[src/rtl/pipe_stage_track.sv]
// pipe_stage_track: generic elastic pipeline of DEPTH register stages.
// Each stage carries valid, payload and a writeback tag (wen, waddr).
// Stage 0 is the youngest and stage DEPTH-1 the oldest.
// Supported features:
//   - per-stage stall with bubble collapse (an empty stage never holds)
//   - ranged flush (bit k kills stages 0..k)
//   - sink backpressure
//   - a two-port RAW hazard lookup across all in-flight stages
// Ports:
//   clk, rst_n                      clock, async active-low reset
//   in_valid/in_ready/in_*          upstream handshake, payload and tag
//   stall_req[i]                    word in stage i must not advance
//   flush[k]                        kill stages 0..k at the next edge
//   out_valid/out_ready/out_*       oldest stage towards the sink
//   stage_valid/stage_wen/stage_waddr  per-stage status for decode logic
//   query_a/b -> hit_*, hit_stage_*, hit_data_*  youngest matching producer
module pipe_stage_track #(
    parameter int DEPTH    = 3,
    parameter int DATA_W   = 32,
    parameter int ADDR_W   = 5,
    parameter int ZERO_REG = 1,
    localparam int HS_W    = (DEPTH > 1) ? $clog2(DEPTH) : 1
) (
    input  logic                     clk,
    input  logic                     rst_n,
    input  logic                     in_valid,
    output logic                     in_ready,
    input  logic [DATA_W-1:0]        in_data,
    input  logic                     in_wen,
    input  logic [ADDR_W-1:0]        in_waddr,
    input  logic [DEPTH-1:0]         stall_req,
    input  logic [DEPTH-1:0]         flush,
    output logic                     out_valid,
    input  logic                     out_ready,
    output logic [DATA_W-1:0]        out_data,
    output logic                     out_wen,
    output logic [ADDR_W-1:0]        out_waddr,
    output logic [DEPTH-1:0]         stage_valid,
    output logic [DEPTH-1:0]         stage_wen,
    output logic [DEPTH*ADDR_W-1:0]  stage_waddr,
    input  logic [ADDR_W-1:0]        query_a,
    input  logic [ADDR_W-1:0]        query_b,
    output logic                     hit_a,
    output logic                     hit_b,
    output logic [HS_W-1:0]          hit_stage_a,
    output logic [HS_W-1:0]          hit_stage_b,
    output logic [DATA_W-1:0]        hit_data_a,
    output logic [DATA_W-1:0]        hit_data_b
);

    logic [DEPTH-1:0]  valid_r;
    logic [DEPTH-1:0]  wen_r;
    logic [DATA_W-1:0] data_r  [DEPTH];
    logic [ADDR_W-1:0] waddr_r [DEPTH];

    logic [DEPTH-1:0]  hold_s;
    logic [DEPTH-1:0]  kill_s;
    logic              in_ready_s;
    logic [ADDR_W*DEPTH-1:0] stage_waddr_s;
    logic              hit_a_s, hit_b_s;
    logic [HS_W-1:0]   hit_stage_a_s, hit_stage_b_s;
    logic [DATA_W-1:0] hit_data_a_s, hit_data_b_s;

    // A stage is a producer for the query when it is live, writes back, and the
    // address matches; register 0 is excluded when it is hardwired to zero.
    function automatic logic match_f(input logic v, input logic w,
                                     input logic [ADDR_W-1:0] a,
                                     input logic [ADDR_W-1:0] q);
        match_f = v && w && (a == q) &&
                  !((ZERO_REG != 0) && (q == {ADDR_W{1'b0}}));
    endfunction

    // Hold chain propagates backpressure from the sink towards stage 0; kill
    // marks every stage at or below the highest asserted flush bit.
    always_comb begin : hold_chain
        logic h_v;
        logic k_v;
        hold_s = {DEPTH{1'b0}};
        kill_s = {DEPTH{1'b0}};
        h_v    = valid_r[DEPTH-1] & (stall_req[DEPTH-1] | ~out_ready);
        k_v    = flush[DEPTH-1];
        hold_s[DEPTH-1] = h_v;
        kill_s[DEPTH-1] = k_v;
        for (int i = DEPTH - 2; i >= 0; i--) begin
            // An empty stage never holds, so younger words collapse into it.
            h_v       = valid_r[i] & (stall_req[i] | h_v);
            k_v       = flush[i] | k_v;
            hold_s[i] = h_v;
            kill_s[i] = k_v;
        end
    end

    assign in_ready_s = ~hold_s[0] & ~(|flush);

    // Stage registers: kill beats hold, hold keeps contents, otherwise shift.
    always_ff @(posedge clk or negedge rst_n) begin
        if (!rst_n) begin
            valid_r <= {DEPTH{1'b0}};
            wen_r   <= {DEPTH{1'b0}};
            for (int i = 0; i < DEPTH; i++) begin
                data_r[i]  <= {DATA_W{1'b0}};
                waddr_r[i] <= {ADDR_W{1'b0}};
            end
        end else begin
            if (kill_s[0]) begin
                valid_r[0] <= 1'b0;
            end else if (!hold_s[0]) begin
                valid_r[0] <= in_valid & in_ready_s;
                data_r[0]  <= in_data;
                wen_r[0]   <= in_wen;
                waddr_r[0] <= in_waddr;
            end
            for (int i = 1; i < DEPTH; i++) begin
                if (kill_s[i]) begin
                    valid_r[i] <= 1'b0;
                end else if (!hold_s[i]) begin
                    // A held or killed upstream stage leaves a bubble here.
                    valid_r[i] <= valid_r[i-1] & ~hold_s[i-1] & ~kill_s[i-1];
                    data_r[i]  <= data_r[i-1];
                    wen_r[i]   <= wen_r[i-1];
                    waddr_r[i] <= waddr_r[i-1];
                end
            end
        end
    end

    // Pack per-stage write addresses into the flat status bus.
    always_comb begin
        stage_waddr_s = {(ADDR_W*DEPTH){1'b0}};
        for (int i = 0; i < DEPTH; i++) begin
            stage_waddr_s[i*ADDR_W +: ADDR_W] = waddr_r[i];
        end
    end

    // Hazard lookup: scan oldest to youngest so the youngest match is left.
    always_comb begin
        logic ma_v;
        logic mb_v;
        hit_a_s       = 1'b0;
        hit_b_s       = 1'b0;
        hit_stage_a_s = {HS_W{1'b0}};
        hit_stage_b_s = {HS_W{1'b0}};
        hit_data_a_s  = {DATA_W{1'b0}};
        hit_data_b_s  = {DATA_W{1'b0}};
        for (int i = DEPTH - 1; i >= 0; i--) begin
            ma_v          = match_f(valid_r[i], wen_r[i], waddr_r[i], query_a);
            mb_v          = match_f(valid_r[i], wen_r[i], waddr_r[i], query_b);
            hit_a_s       = hit_a_s | ma_v;
            hit_b_s       = hit_b_s | mb_v;
            hit_stage_a_s = ma_v ? HS_W'(i) : hit_stage_a_s;
            hit_stage_b_s = mb_v ? HS_W'(i) : hit_stage_b_s;
            hit_data_a_s  = ma_v ? data_r[i] : hit_data_a_s;
            hit_data_b_s  = mb_v ? data_r[i] : hit_data_b_s;
        end
    end

    assign in_ready    = in_ready_s;
    assign out_valid   = valid_r[DEPTH-1] & ~stall_req[DEPTH-1] & ~flush[DEPTH-1];
    assign out_data    = data_r[DEPTH-1];
    assign out_wen     = wen_r[DEPTH-1];
    assign out_waddr   = waddr_r[DEPTH-1];
    assign stage_valid = valid_r;
    assign stage_wen   = valid_r & wen_r;
    assign stage_waddr = stage_waddr_s;
    assign hit_a       = hit_a_s;
    assign hit_b       = hit_b_s;
    assign hit_stage_a = hit_stage_a_s;
    assign hit_stage_b = hit_stage_b_s;
    assign hit_data_a  = hit_data_a_s;
    assign hit_data_b  = hit_data_b_s;

endmodule

[config.mk]
export PLATFORM = sky130hd
export DESIGN_NAME = pipe_stage_track
export DESIGN_NICKNAME = d
export VERILOG_FILES = /design/src/rtl/pipe_stage_track.sv
export SDC_FILE = /design/constraint.sdc
export NUM_CORES = 1
export LEC_CHECK = 0
export BUFFER_PORTS_ARGS = -buffer_cell sky130_fd_sc_hd__buf_2
export CAP_MARGIN = 25
export CORE_MARGIN = 3
export CORE_UTILIZATION = 53
export CTS_CLUSTER_SIZE = 25
export DETAILED_ROUTE_END_ITERATION = 16
export PLACE_DENSITY = 0.89
export SLEW_MARGIN = 0
export SYNTH_ARGS = -nofsm -noshare
export SYNTH_HDL_FRONTEND = slang
export SYNTH_SLANG_ARGS = --single-unit
[constraint.sdc]
create_clock -name clk -period 2.75 [get_ports clk]
set_clock_uncertainty 0.2 [all_clocks]
set_input_delay 0 -clock clk [delete_from_list [all_inputs] [get_ports clk]]
set_output_delay 0 -clock clk [all_outputs]
set_load 0.02 [all_outputs]
==> results of run 1 <==
## report_power, final
group | switching [mW] | internal, mW | leakage (nW) | total [mW]
Combinational | 0.748 | 0.751 | 2.41 | 1.50
Sequential | 0.544 | 2.19 | 1.40 | 2.73
Clock | 0.773 | 1.56 | 0.297 | 2.33
Total | 2.07 | 4.50 | 4.11 | 6.56
## through the flow
stage                     cells  instance area (µm²)  hold WS (ps)  utilization  setup WS (ps)
after floorplan             656                 6680          -496            -            474
after global placement      947                 7520          -226        0.618            488
after detailed placement    947                 7520          -222        0.618            422
after CTS                  1028                 8650          73.8        0.711           10.1
after global routing       1029                 8690           102        0.715           7.03
final                      1029                 8690          83.2        0.715            114
## registers in the layout, summed over array words and instances (netlist names)
name and count:
out_data 32, stage_waddr 10, out_waddr 5, data_r 64
stage_valid 3, wen_r 3
## area by class of cell
cell class,count,area share
Clock inverter,9,0.0173
Sequential cell,117,0.337
Inverter,6,0.00259
Clock buffer,23,0.0538
Tap cell,168,0.0242
Timing Repair Buffer,256,0.197
Multi-Input combinational cell,450,0.369
## cell usage in the layout, fill, tap and decap left out, types with 11 or more instances in the layout
master,count
dfrtp_1,117
buf_2,187
mux2_4,20
a31oi_1,64
clkbuf_16,18
nand2_1,66
dlygate4sd3_1,47
buf_4,11
nor2_1,73
mux2_2,94
xor2_1,15
nand3_1,64
## logic make-up after synthesis
kind of cell / synth area share
AO/OA/AOI/OAI: 0.0764
XOR/XNOR: 0.0315
buffers and inverters: 0.0890
flip-flops: 0.438
multiplexers: 0.203
AND/OR/NAND/NOR: 0.161
## per-layer routing
metal	vias to the layer above	part of all wire	GRT usage
li1	2671	-	-
met1	2906	0.40	0.346
met2	349	0.49	0.453
met3	49	0.084	0.0742
met4	0	0.026	0.131
met5	-	0	0
## tightest hold or removal path, cell delays in order
cell	delay (ps)
buf_2	90
nor3b_1	40
buf_2	150
## how the worst min path moves through the flow
stage	from	end	slack (ps)	cells after the start
6_report	stall_req[2]	out_valid	80	3
3_3_place_gp	rst_n	data_r[46]$_DFFE_PN0P_	-230	1
3_5_place_dp	rst_n	data_r[46]$_DFFE_PN0P_	-220	1
5_1_grt	stall_req[2]	out_valid	100	3
2_1_floorplan	rst_n	data_r[32]$_DFFE_PN0P_	-500	0
4_1_cts	stall_req[2]	out_valid	70	3
## repair_timing
| action | CTS | global route |
|---|---|---|
| gates resized for setup | 1 | 5 |
| pin swaps | 1 | 1 |
| setup buffers | 1 | 0 |
| cloned | 0 | 1 |
| setup endpoints to repair | 20 | 25 |
| endpoints found under the hold margin | 169 | 0 |
| hold buffers | 48 | 0 |
==> results.md, run 1 <==
* Outcome: completed
* Design Power at 6.56 mW
* Crit path launch: stage_waddr[8]$_DFFE_PN0P_
* Area contributors post-synth: dfrtp_1, mux2_2, a31oi_1
* Worst flop-to-flop path startpoint: stage_valid[2]$_DFFE_PN0P_
* Count leader, synth: dfrtp_1
* Full die area at 14000 µm²
* Initial DRC Count at 511
* DIE HEIGHT at 118 µm
* Yosys warning total at 0
* First-pass GRT wire length at 31100 µm
* Top_reg_cell synth: dfrtp_1
* Leading area contributor after synthesis: dfrtp_1
* Core Area at 12200 µm²
* Layout area overhead at 30.1%
* Detailed placement HPWL at 12200 µm
* Antenna violations before repair at 0
* Ys async rst share at 1.00
* Synth Area per Inst at 10.2 µm²
* DR DRC count at 0
* Reg2Reg Depth at 6
* WS Path Type: reg -> out
* Hold crit path type: in -> out
* RSZ-0062 raised after global routing: false
* Ratio of cells with drive above 1 in the final layout at 0.425
* Max Slew Vio Count at 0
* Peak Freq at 379 MHz
* RePlAce Congestion at 0.925
* Site row count at 40
* DR vias at 5975
* Final wirelength at 19700 µm
* DRT Pass-1 Iters at 5
* Latest clock arrival within the worst-skew pair at 420 ps
* Setup crit end: hit_data_b[13]
* Reg2reg end: stage_valid[0]$_DFFE_PN0P_
* H-tree depth at 4
* Starting density of the core at 0.549
* Crit start category: flip-flop
* IO Pins at 189
* Drt wl/cell at 19.1 µm
* Setup Total Neg Slack at 0 ps
* P_leak at 4.11 nW
* Post-synth EDFFs at 0
* Crit path cell chain: xor2_1 -> nor2_1 -> and4_1 -> nand2_1 -> a31oi_1 -> buf_2
* Worst-margin pin slew at 697 ps
* R2R setup slack at 320 ps
* Number of global-route vias before repair at 5985
* Chip Width at 118 µm
* WP data required at 2550 ps
* Family with the most delay on the worst path: simple AND/OR/NAND/NOR gates
* Period minus WS final at 2640 ps
* Syn Nets at 714
* Maxcap violations at 0
* Final Cycle Share at 0.959
* Final antenna-violating net count at 0
* Total CTS buffers at 17
* Most common library cells after synthesis: dfrtp_1, mux2_2, nor2_1, nand2_1
* Cell Pwr Density at 755 nW/µm²
* Layout net count at 906
* Maximum resistive drop on vdd at 0.596 mV
* Clk buf depth at 2
* Total track usage at 0.279
* Num Clock Sinks at 117
* Largest net degree at the start of global routing at 68
* Clk slew on worst S/H paths at 50 ps
* Area of the multi-input gates at 3200 µm²
* Yosys reg bits at 117
* Hold Vio Cnt, Final at 0
* Top cell type's share of synthesized area at 0.438
* Buffers on Ports at 188
* Register Area at 2930 µm²
* Critical-path maximum fanout at 10
* TritonCTS clock tree: built
* Setup-failing EPs final at 0
* CTS root buffer: clkbuf_16
* GR Overflow Total at 0
* Crit path largest cell delay at 580 ps
* Post-synthesis sequential area ratio at 0.438
* Antenna diode count at 0
* Endpoint type of the worst setup path: output port
* Max-slew headroom at 0.535
* Layout fillers at 848
* Slowest CP cell: and4_1
* Distinct cell type count after synthesis at 35
* Mapped Area at 6680 µm²
* Arr. time, crit path at 2440 ps
* Synth Instances at 656
* Vias per Instance at 5.81
* Levels on crit path at 6
* Sum of buffers and inverters on the critical path at 1
No activity file was read; power rests on OpenSTA's default activity.
==> run 2, diff against run 1 <==
--- a/config.mk
+++ b/config.mk
@@ -11,6 +11,7 @@
 export CORE_UTILIZATION = 53
 export CTS_CLUSTER_SIZE = 25
 export DETAILED_ROUTE_END_ITERATION = 16
+export GPL_TIMING_DRIVEN = 0
 export PLACE_DENSITY = 0.89
 export SLEW_MARGIN = 0
 export SYNTH_ARGS = -nofsm -noshare
==> run 2 against run 1 <==
- die area unchanged
- non-clock buffer count increased by 65
- maximum frequency decreased by 2.5%
- sequential share of layout area decreased by 1.7 points
- wire length increased by 16%
- critical path type unchanged
==> results.md, run 2 (synthesized netlist as in run 1, its figures left out) <==
* Buffers on Ports at 188
* DR DRC count at 0
* Peak Freq at 370 MHz
* Cell Int Power at 4.83 mW
* RePlAce Congestion at 0.889
* DRT Pass-1 Iters at 6
* Hold crit path type: in -> out
* Final wirelength at 22800 µm
* Met3 usage at 0.0761
* Full die area at 14000 µm²
* Outcome: completed
* DIE HEIGHT at 118 µm
* Initial DRC Count at 933
* Setup-failing EPs final at 0
* Latest clock arrival within the worst-skew pair at 430 ps
* Worst-margin pin slew at 677 ps
* Setup slack at placement at 139 ps
* Crit start category: flip-flop
* Ratio of cells with drive above 1 in the final layout at 0.473
* Antenna diode count at 0
* H-tree depth at 4
* GR Overflow Total at 0
* Period minus WS final at 2700 ps
* Chip Width at 118 µm
* Clock power frac at 0.354
* Met2 Resource Use GR at 0.518
* Endpoint type of the worst setup path: output port
* Most flops, register: data_r
* Total CTS buffers at 17
* Site row count at 40
* Commonest non-fill, non-tap cell in the layout: buf_2
* Max Slew Vio Count at 0
* Layout Utilization at 0.754
* Met1 usage at 0.396
* Drt wl/cell at 20.8 µm
* Vias per Instance at 5.91
* Commonest cells after routing, fill and taps aside: buf_2, dfrtp_1, mux2_2, nor2_1, nand2_1
* Clk buf depth at 2
* Cell Pwr Density at 766 nW/µm²
* Final worst setup slack at 46.0 ps
* Core Area at 12200 µm²
* NetSw at 2.20 mW
* Num Clock Sinks at 117
* WP data required at 2550 ps
* Final Cycle Share at 0.983
* Maxcap violations at 0
* CTS root buffer: clkbuf_16
* Layout net count at 971
* Arr. time, crit path at 2500 ps
* Detailed placement HPWL at 14000 µm
* WS Path Type: reg -> out
* First-pass GRT wire length at 35000 µm
* Number of global-route vias before repair at 6392
* Clk slew on worst S/H paths at 60 ps
* Hold Vio Cnt, Final at 0
* Max-slew headroom at 0.548
* Seq pwr share at 0.392
* Starting density of the core at 0.549
* Total track usage at 0.318
* IO Pins at 189
* Largest register FFs at 64
* TritonCTS clock tree: built
* Maximum resistive drop on vdd at 0.645 mV
* Antenna violations before repair at 0
* P_leak at 4.40 nW
* Switching share of power at 0.312
* Final antenna-violating net count at 0
* Critical-path maximum fanout at 10
* DR vias at 6468
* Gate power share at 0.254
* Grt peak-use layer: met2
* Layout area overhead at 37.2%
* Largest net degree at the start of global routing at 93
-- run 2: worst paths after layout --
kind	startpoint	endpoint	slack, ps	cells past startpoint
min in group asynchronous	rst_n	data_r[75]$_DFFE_PN0P_	420	4
max in group asynchronous	rst_n	out_waddr[2]$_DFFE_PN0P_	1430	4
hold reg to reg	wen_r[1]$_DFFE_PN0P_	wen_r[2]$_DFFE_PN0P_	350	1
hold / removal	stall_req[2]	out_valid	120	3
setup reg to reg	stage_valid[2]$_DFFE_PN0P_	data_r[90]$_DFFE_PN0P_	280	6
setup / recovery	out_waddr[2]$_DFFE_PN0P_	hit_data_b[19]	50	8
-- run 2: per-layer routing --
metal | vias to the layer above | part of all wire
li1 | 2794 | -
met1 | 3117 | 0.38
met2 | 456 | 0.49
met3 | 101 | 0.086
met4 | 0 | 0.043
met5 | - | 0
-- run 2: metrics by stage --
stage / hold WS, ps / power, mW / TNS, ps / cells / area, µm²
6_report: 119 / 7.03 / 0 / 1094 / 9170
2_1_floorplan: -496 / 3.83 / 0 / 656 / 6680
4_1_cts: 93.1 / 6.96 / 0 / 1093 / 9070
3_3_place_gp: 2.67 / 4.33 / 0 / 1012 / 7830
5_1_grt: 124 / 7.26 / -42.8 / 1094 / 9170
3_5_place_dp: -321 / 4.41 / 0 / 1013 / 7870
-- run 2: final cells by class --
| type | count | area (µm²) |
|---|---|---|
| Buffer | 81 | 622 |
| Sequential cell | 117 | 2930 |
| Clock inverter | 9 | 173 |
| Fill cell | 822 | 2990 |
| Clock buffer | 23 | 478 |
| Inverter | 6 | 22.5 |
| Tap cell | 168 | 210 |
| Multi-Input combinational cell | 450 | 3240 |
| Timing Repair Buffer | 240 | 1500 |
-- run 2: power groups by stage --
stage | Sequential (mW) | Clock, mW | Combinational [mW]
floorplan | 2.66 | 0 | 1.17
detailed placement | 2.73 | 0 | 1.67
global route | 2.81 | 2.56 | 1.90
finish | 2.76 | 2.49 | 1.78
CTS | 2.72 | 2.48 | 1.76
global placement | 2.71 | 0 | 1.63
-- run 2: worst max-delay path, stage by stage (launching register included) --
cell and delay (ps):
dfrtp_2 450, xor2_1 180, nor4_2 310, and4_1 250, buf_6 150, buf_8 150
nand3_1 110, a31oi_2 250, buf_2 210
-- run 2: timing repair --
action | CTS | global route
endpoints found under the setup margin | 63 | 43
hold buffers | 48 | 0
setup buffers | 1 | 2
endpoints found under the hold margin | 166 | 0
gates resized for setup | 22 | 30
pin swaps | 1 | 6
